[src/rtl/div_seq.sv]
// Sequential restoring divider: out_width-bit dividend / in_width-bit divisor, one quotient bit per clock.
// Fixed latency of out_width+2 edges; results are held until the next completed operation.
module div_seq #(
    parameter int in_width  = 4,
    parameter int out_width = in_width * 2
) (
    input  logic                 clk,
    input  logic                 rst,
    input  logic [out_width-1:0] data_dividend,
    input  logic [in_width-1:0]  data_divisor,
    input  logic                 ctrl_enable,
    output logic [out_width-1:0] data_quotient,
    output logic [in_width-1:0]  data_remainder,
    output logic                 ctrl_done,
    output logic                 ctrl_err
);
    localparam int CW = (out_width > 1) ? $clog2(out_width) : 1;

    typedef enum logic [1:0] {IDLE, LOAD, CALC, DONE} state_t;

    state_t                 state_q, state_d;
    logic [CW-1:0]          cnt_q, cnt_d;
    logic [out_width-1:0]   dvd_q, dvd_d;
    logic [in_width-1:0]    dvd_lo_q, dvd_lo_d;
    logic [in_width-1:0]    dvs_q, dvs_d;
    logic [in_width:0]      rem_q, rem_d;
    logic [out_width-1:0]   quo_q, quo_d;
    logic [out_width-1:0]   quotient_q, quotient_d;
    logic [in_width-1:0]    remainder_q, remainder_d;
    logic                   err_q, err_d;
    logic                   done_q, done_d;

    logic [in_width:0]      rem_shift, rem_diff, rem_next;
    logic                   q_bit;
    logic [out_width-1:0]   quo_next;

    // One restoring step: shift in the next dividend bit, subtract if it fits.
    always_comb begin
        rem_shift = {rem_q[in_width-1:0], dvd_q[out_width-1]};
        rem_diff  = rem_shift - {1'b0, dvs_q};
        q_bit     = (rem_shift >= {1'b0, dvs_q});
        rem_next  = q_bit ? rem_diff : rem_shift;
        quo_next  = {quo_q[out_width-2:0], q_bit};
    end

    always_comb begin
        state_d     = state_q;
        cnt_d       = cnt_q;
        dvd_d       = dvd_q;
        dvd_lo_d    = dvd_lo_q;
        dvs_d       = dvs_q;
        rem_d       = rem_q;
        quo_d       = quo_q;
        quotient_d  = quotient_q;
        remainder_d = remainder_q;
        err_d       = err_q;
        done_d      = done_q;
        case (state_q)
            IDLE: begin
                done_d = 1'b0;
                if (ctrl_enable) state_d = LOAD;
            end
            LOAD: begin
                if (!ctrl_enable) begin
                    state_d = IDLE;
                end else begin
                    dvd_d    = data_dividend;
                    dvd_lo_d = data_dividend[in_width-1:0];
                    dvs_d    = data_divisor;
                    rem_d    = '0;
                    quo_d    = '0;
                    cnt_d    = CW'(out_width - 1);
                    state_d  = CALC;
                end
            end
            CALC: begin
                if (!ctrl_enable) begin
                    state_d = IDLE;
                end else begin
                    rem_d = rem_next;
                    dvd_d = {dvd_q[out_width-2:0], 1'b0};
                    quo_d = quo_next;
                    if (cnt_q == '0) begin
                        state_d = DONE;
                        done_d  = 1'b1;
                        // Divide-by-zero runs the full latency, then overrides the result.
                        if (dvs_q == '0) begin
                            quotient_d  = '1;
                            remainder_d = dvd_lo_q;
                            err_d       = 1'b1;
                        end else begin
                            quotient_d  = quo_next;
                            remainder_d = rem_next[in_width-1:0];
                            err_d       = 1'b0;
                        end
                    end else begin
                        cnt_d = cnt_q - CW'(1);
                    end
                end
            end
            DONE: begin
                if (!ctrl_enable) begin
                    state_d = IDLE;
                    done_d  = 1'b0;
                end
            end
            default: state_d = IDLE;
        endcase
    end

    always_ff @(posedge clk or negedge rst) begin
        if (!rst) begin
            state_q     <= IDLE;
            cnt_q       <= '0;
            dvd_q       <= '0;
            dvd_lo_q    <= '0;
            dvs_q       <= '0;
            rem_q       <= '0;
            quo_q       <= '0;
            quotient_q  <= '0;
            remainder_q <= '0;
            err_q       <= 1'b0;
            done_q      <= 1'b0;
        end else begin
            state_q     <= state_d;
            cnt_q       <= cnt_d;
            dvd_q       <= dvd_d;
            dvd_lo_q    <= dvd_lo_d;
            dvs_q       <= dvs_d;
            rem_q       <= rem_d;
            quo_q       <= quo_d;
            quotient_q  <= quotient_d;
            remainder_q <= remainder_d;
            err_q       <= err_d;
            done_q      <= done_d;
        end
    end

    assign data_quotient  = quotient_q;
    assign data_remainder = remainder_q;
    assign ctrl_done      = done_q;
    assign ctrl_err       = err_q;
endmodule

[config.mk]
export PLATFORM = sky130hd
export DESIGN_NAME = div_seq
export DESIGN_NICKNAME = d
export VERILOG_FILES = /design/src/rtl/div_seq.sv
export SDC_FILE = /design/constraint.sdc
export NUM_CORES = 1
export LEC_CHECK = 0
export ABC_AREA = 1
export CAP_MARGIN = 20
export CORE_MARGIN = 10
export CORE_UTILIZATION = 49
export DETAILED_ROUTE_END_ITERATION = 6
export PLACE_DENSITY = 0.75
export SLEW_MARGIN = 40
export SYNTH_ARGS = -nofsm -noshare
export SYNTH_HDL_FRONTEND = slang
export SYNTH_SLANG_ARGS = --single-unit
[constraint.sdc]
create_clock -name clk -period 1.7 [get_ports clk]
set_input_delay 0.425 -clock clk [delete_from_list [all_inputs] [get_ports clk]]
set_output_delay 0.425 -clock clk [all_outputs]
set_load 0.02 [all_outputs]
==> results.txt, run 1 <==
outcome: complete, no violations
Longest Clk Path Bufs: 2
FF-to-FF End: rem_q[1]
setup slack, reg-to-reg: 120 ps
Synth area leader: dfrtp_1
Die W: 87.3 um
Period minus WS final: 1580 ps
Distinct cells, synth: 27
Warnings, synthesis: 0
drt initial violations: 76
DRT antenna net count: 0
crit-path cells: inv_1 -> ha_4 -> a21oi_2 -> nand2_1 -> nand2_2 -> buf_4 -> nand3b_1 -> nand3_1 -> nand2_1
Detailed Route WL: 4.69 mm
Worst Setup Path Type: flop to flop
Area Growth Syn to Fin: 28.5%
maximum clock frequency: 632 MHz
total I/O pin count: 29
Syn Nets: 285
first-pass GRT wire length: 8.11 mm
Layout fillers: 383
Final period util: 0.931
via count: 1813
vias per cell: 5.04
critical path fanouts, max: 4
CP Capture Type: flop
CP dominant cell by count: nand2_1
Worst slew margin: 0.763
Final Hold Fails: 0
die area: 7620 sq um
clock sink total: 46
CP arrival: 1770 ps
# H-tree levels: 2
Area contributors post-synth: dfrtp_1, nand2_1, ha_1
hold slack: 88.9 ps
# DRC: 0
Synth top area share: 0.519
Power per Cell Area: 1630 nW/um^2
CTS buffer count: 5
Mapped Avg Cell Area: 8.60 sq um
startpoint types: flop
Final Max Slew Viols: 0
Clock Pin Slew Worst Setup and Hold Paths: 80 ps
PortBufs: 28
worst path required time: 1890 ps
reg2reg path depth: 9
MaxCap Viol Count: 0
worst reg2reg startpoint: dvs_q[2]
CTS Root Cell: clkbuf_8
ant diodes: 0
setup TNS: 0 ps
Routed WL per cell: 13.0 um
synthesized cell area: 2220 sq um
register bit total from synthesis: 46
initial antenna violation count: 0
Worst Hold Class: input pin to async pin
final layout net count: 334
GRT Residual Overflow: 0
drt pass-1 iters: 4
Final Power: 0.00464 W
slowest library cell on the worst path: dfrtp_1
CP peak stage delay: 390 ps
vias in the first global route: 1813
post-cts hold buffer count: 0
Final setup viols: 0
core area: 4380 sq um
initial core utilization: 0.506
VDD IR-drop max: 0.935 mV
post-synthesis sequential area ratio: 0.519
Gate Count Post-Synth: 258
layout cells sized above 1: 0.153
die height: 87.3 um
CTS tree: built
Setup Skew: 7.01 ps
clk_lat worst skew: 300 ps
global placer's final weighted congestion: 0.849
gr usage total: 0.130
worst-margin pin slew: 353 ps
leakage power: 1.59 nW
dpl hpwl: 3.55 mm
largest net degree at the start of global routing: 47
Std-Cell Rows: 24
-- critical path, delay by kind of cell (launching register included) --
kind / cells / cell delay (ps)
buf+inv: 2 / 270
compound gates: 1 / 160
simple gates: 5 / 410
fa+ha+maj: 1 / 240
flops: 1 / 390
-- report_power, final --
| group | leakage (nW) | internal (W) | switching, W |
|---|---|---|---|
| clock network | 0.0482 | 0.000328 | 0.000359 |
| registers | 0.593 | 0.00145 | 0.000210 |
| logic | 0.949 | 0.000997 | 0.00129 |
-- cells in the final DEF (no fill, tap or decap), types with 2 or more instances in the layout --
master	instances
nand2_1	74
dfrtp_1	46
inv_1	29
nor2_1	18
buf_4	17
o21ai_0	15
nand3_1	13
clkdlybuf4s50_1	13
a31oi_1	8
ha_1	8
a21oi_1	7
dlygate4sd2_1	7
dlymetal6s2s_1	7
o22ai_1	6
clkbuf_8	6
inv_2	4
nand2_2	4
buf_12	3
nor2_2	2
nand2_4	2
nand3b_1	2
o21ai_1	2
ha_4	2
-- kinds of logic (layout without fill, tap and decap cells) --
group | Yosys count | in the layout | synth area share
AND/OR/NAND/NOR | 117 | 117 | 0.224
AO/OA/AOI/OAI | 41 | 41 | 0.103
adder cells (fa/ha/maj) | 12 | 12 | 0.0711
buffers and inverters | 41 | 91 | 0.0790
flip-flops | 46 | 46 | 0.519
XOR/XNOR | 1 | 1 | 0.00395
-- routing by layer --
layer | vias up | track usage | part of all wire
li1 | 920 | - | -
met1 | 858 | 0.161 | 0.45
met2 | 35 | 0.214 | 0.50
met3 | 0 | 0.0421 | 0.046
met4 | 0 | 0.0304 | 0
met5 | - | 0 | 0
-- cell type report --
type                       count  area [sq um]  area share
sequential                    46          1150       0.404
multi-input combinational    171           936       0.328
timing repair buffer          48           472       0.165
inverter                      35           136      0.0478
clock buffer                   7          86.3      0.0303
tap                           52          65.1      0.0228
clock inverter                 1          5.00     0.00176
-- cells in the mapped netlist --
master      n
a21oi_1     8
a2bb2oi_1   1
a31oi_1     8
buf_2       4
buf_4       1
buf_6       1
clkinv_1    1
clkinv_4    1
dfrtp_1    46
fa_1        1
ha_1       11
inv_1      31
inv_2       2
nand2_1    75
nand2_2     3
nand2_4     2
nand3_1    13
nand3b_1    2
nor2_1     19
nor2_2      1
nor3_2      1
o211ai_1    1
o21ai_0    15
o21ai_1     2
o22ai_1     6
or2_0       1
xnor2_1     1
-- sequential cells by signal, indices dropped and copies added (netlist names) --
register and count:
cnt_q 3, data_remainder 4, rem_q 4, dvs_q 4, quo_q 7, dvd_q 8, state_q 2, data_quotient 8
dvd_lo_q 4, ctrl_done 1, ctrl_err 1
-- through the flow --
step | cell area (sq um) | std cells | util | worst slack, ps
2_1_floorplan | 2220 | 258 | - | 151
3_3_place_gp | 2700 | 351 | 0.616 | -14.6
3_5_place_dp | 2700 | 351 | 0.616 | -103
4_1_cts | 2780 | 359 | 0.635 | 3.15
5_1_grt | 2850 | 360 | 0.650 | -12.5
6_report | 2850 | 360 | 0.650 | 117
-- worst max path at each step --
stage | start | end | slack (ps) | cells after the start
floorplan | dvs_q[2] | rem_q[3] | 150 | 10
global placement | ctrl_enable | cnt_q[2] | -10 | 8
detailed placement | ctrl_enable | dvd_q[3] | -100 | 6
CTS | data_quotient[5] | data_quotient[5] | 3 | 1
global route | rem_q[0] | rem_q[1] | -10 | 10
finish | dvs_q[2] | rem_q[1] | 120 | 9
-- what timing repair did --
item                                    in CTS  in global routing
gates resized for setup                      7                 16
endpoints found under the setup margin       7                 30
pin swaps                                    0                  1
buffers inserted                             0                  1
Note: power is estimated with default switching activity, not from simulation.
==> run 2: changes to the inputs <==
- CORE_MARGIN: 10 -> unset
==> run 2 against run 1 <==
The flow now finishes with violations (design-rule violations). Die area down 37%. Setup slack lost 79 ps. Sequential share of layout area fell by 0.30 points. Combinational power shrank 5%. Clock-buffer cell count shrank 1. Power about the same. Routed wire length shrank 5.2%. Hold slack better by 5.5 ps. Fmax is 4.7% lower. Final area is 0.75% higher. Non-clock buffer count stayed put. Via count shrank 0.83%. Critical path type is now flop to primary output. Highest routed layer is now met4.
==> results.txt, run 2 (synthesized netlist as in run 1, its figures left out) <==
Routed WL per cell: 12.3 um (was 13.0 um)
die area: 4800 sq um (was 7620 sq um)
Worst slew margin: 0.717 (was 0.763)
# H-tree levels: 2 (unchanged)
layout cells sized above 1: 0.149 (was 0.153)
first-pass GRT wire length: 7.71 mm (was 8.11 mm)
# DRC: 1 (was 0)
Period minus WS final: 1660 ps (was 1580 ps)
post-cts hold buffer count: 0 (unchanged)
DRT antenna net count: 0 (unchanged)
failing checks: design-rule violations
crit-path cells: clkdlybuf4s50_1 (was inv_1 -> ha_4 -> a21oi_2 -> nand2_1 -> nand2_2 -> buf_4 -> nand3b_1 -> nand3_1 -> nand2_1)
most frequent cells in the layout: nand2_1, dfrtp_1, inv_1, nor2_1, buf_4 (unchanged)
crit path buf inv count: 1 (was 2)
vias per cell: 4.99 (was 5.04)
startpoint types: flop (unchanged)
Worst Setup Path Type: flop to primary output (was flop to flop)
CTS Root Cell: clkbuf_8 (unchanged)
via count: 1798 (was 1813)
CP arrival: 1240 ps (was 1770 ps)
final layout net count: 334 (unchanged)
Worst Hold Class: input pin to async pin (unchanged)
Std-Cell Rows: 24 (unchanged)
slowest library cell on the worst path: clkdlybuf4s50_1 (was dfrtp_1)
Final setup viols: 0 (unchanged)
initial antenna violation count: 0 (unchanged)
Area Growth Syn to Fin: 29.5% (was 28.5%)
total I/O pin count: 29 (unchanged)
CP peak stage delay: 600 ps (was 390 ps)
initial core utilization: 0.509 (was 0.506)
ant diodes: 0 (unchanged)
CTS buffer count: 5 (unchanged)
Clock Pin Slew Worst Setup and Hold Paths: 80 ps (about the same)
maximum clock frequency: 602 MHz (was 632 MHz)
CP Capture Type: primary output (was flop)
Final Power: 0.00464 W (about the same)
drt pass-1 iters: 7 (was 4)
Final Hold Fails: 0 (unchanged)
Setup Skew: 6.66 ps (was 7.01 ps)
gr usage total: 0.203 (was 0.130)
worst path required time: 1270 ps (was 1890 ps)
outcome: finished, violations left (was complete, no violations)
die height: 69.3 um (was 87.3 um)
clock sink total: 46 (unchanged)
VDD IR-drop max: 0.847 mV (was 0.935 mV)
dpl hpwl: 3.28 mm (was 3.55 mm)
CTS tree: built (unchanged)
GRT Residual Overflow: 0 (unchanged)
core area: 4350 sq um (was 4380 sq um)
Final Max Slew Viols: 0 (unchanged)
vias in the first global route: 1698 (was 1813)
clk_lat worst skew: 300 ps (about the same)
global placer's final weighted congestion: 0.793 (was 0.849)
PortBufs: 28 (unchanged)
fin util: 0.660 (was 0.650)
Power per Cell Area: 1610 nW/um^2 (was 1630 nW/um^2)
Die W: 69.3 um (was 87.3 um)
critical path fanouts, max: 2 (was 4)
Detailed Route WL: 4.45 mm (was 4.69 mm)
commonest non-fill, non-tap cell in the layout: nand2_1 (unchanged)
Worst path top cell family by delay: buffers and inverters (was simple AND/OR/NAND/NOR gates)
leakage power: 1.61 nW (was 1.59 nW)
largest net degree at the start of global routing: 47 (unchanged)
Final period util: 0.977 (was 0.931)
drt initial violations: 89 (was 76)
MaxCap Viol Count: 0 (unchanged)
Longest Clk Path Bufs: 2 (unchanged)
worst-margin pin slew: 424 ps (was 353 ps)
## run 2: metrics by stage
stage	instances	setup TNS [ps]	instance area [sq um]	worst slack [ps]	hold slack, ps
floorplan	258	0	2220	151	129
global placement	351	-215	2700	-21.9	425
detailed placement	351	-1610	2700	-86.4	426
CTS	359	0	2810	2.30	102
global route	360	-22.8	2870	-19.9	115
finish	360	0	2870	38.7	94.4
## run 2: layer usage
metal,vias to the layer above,track usage,share of wire
li1,920,-,-
met1,830,0.280,0.47
met2,38,0.318,0.48
met3,10,0.0523,0.036
met4,0,0.0567,0.014
met5,-,0,0
## run 2: final cells by class
class / count / area (sq um)
Clock buffer: 6 / 72.6
Clock inverter: 2 / 37.5
Fill cell: 358 / 1480
Inverter: 35 / 140
Multi-Input combinational cell: 171 / 926
Sequential cell: 46 / 1150
Tap cell: 52 / 65.1
Timing Repair Buffer: 48 / 480
## run 2: power by group
| group | leakage, nW | switching [W] | internal (W) |
|---|---|---|---|
| Sequential | 0.593 | 0.000208 | 0.00145 |
| Combinational | 0.968 | 0.00126 | 0.000906 |
| Clock | 0.0514 | 0.000366 | 0.000439 |
| Total | 1.61 | 0.00184 | 0.00280 |
## run 2: final timing paths
path | slack, ps | endpoint | cells past startpoint | start
worst min-delay path | 90 | rem_q[1] | 2 | rst
worst max register to register | 120 | rem_q[2] | 8 | dvd_q[7]
worst min register to register | 490 | dvd_lo_q[1] | 2 | dvd_lo_q[1]
max in group asynchronous | 1390 | dvs_q[1] | 2 | rst
worst max-delay path | 40 | data_quotient[1] | 1 | data_quotient[1]
min in group clk | 490 | dvd_lo_q[1] | 2 | dvd_lo_q[1]
## run 2: timing repair
action	in CTS	in global routing
pin swaps	0	2
hold endpoints to repair	0	0
endpoints found under the setup margin	6	31
buffers inserted	0	1
resized for setup	5	17
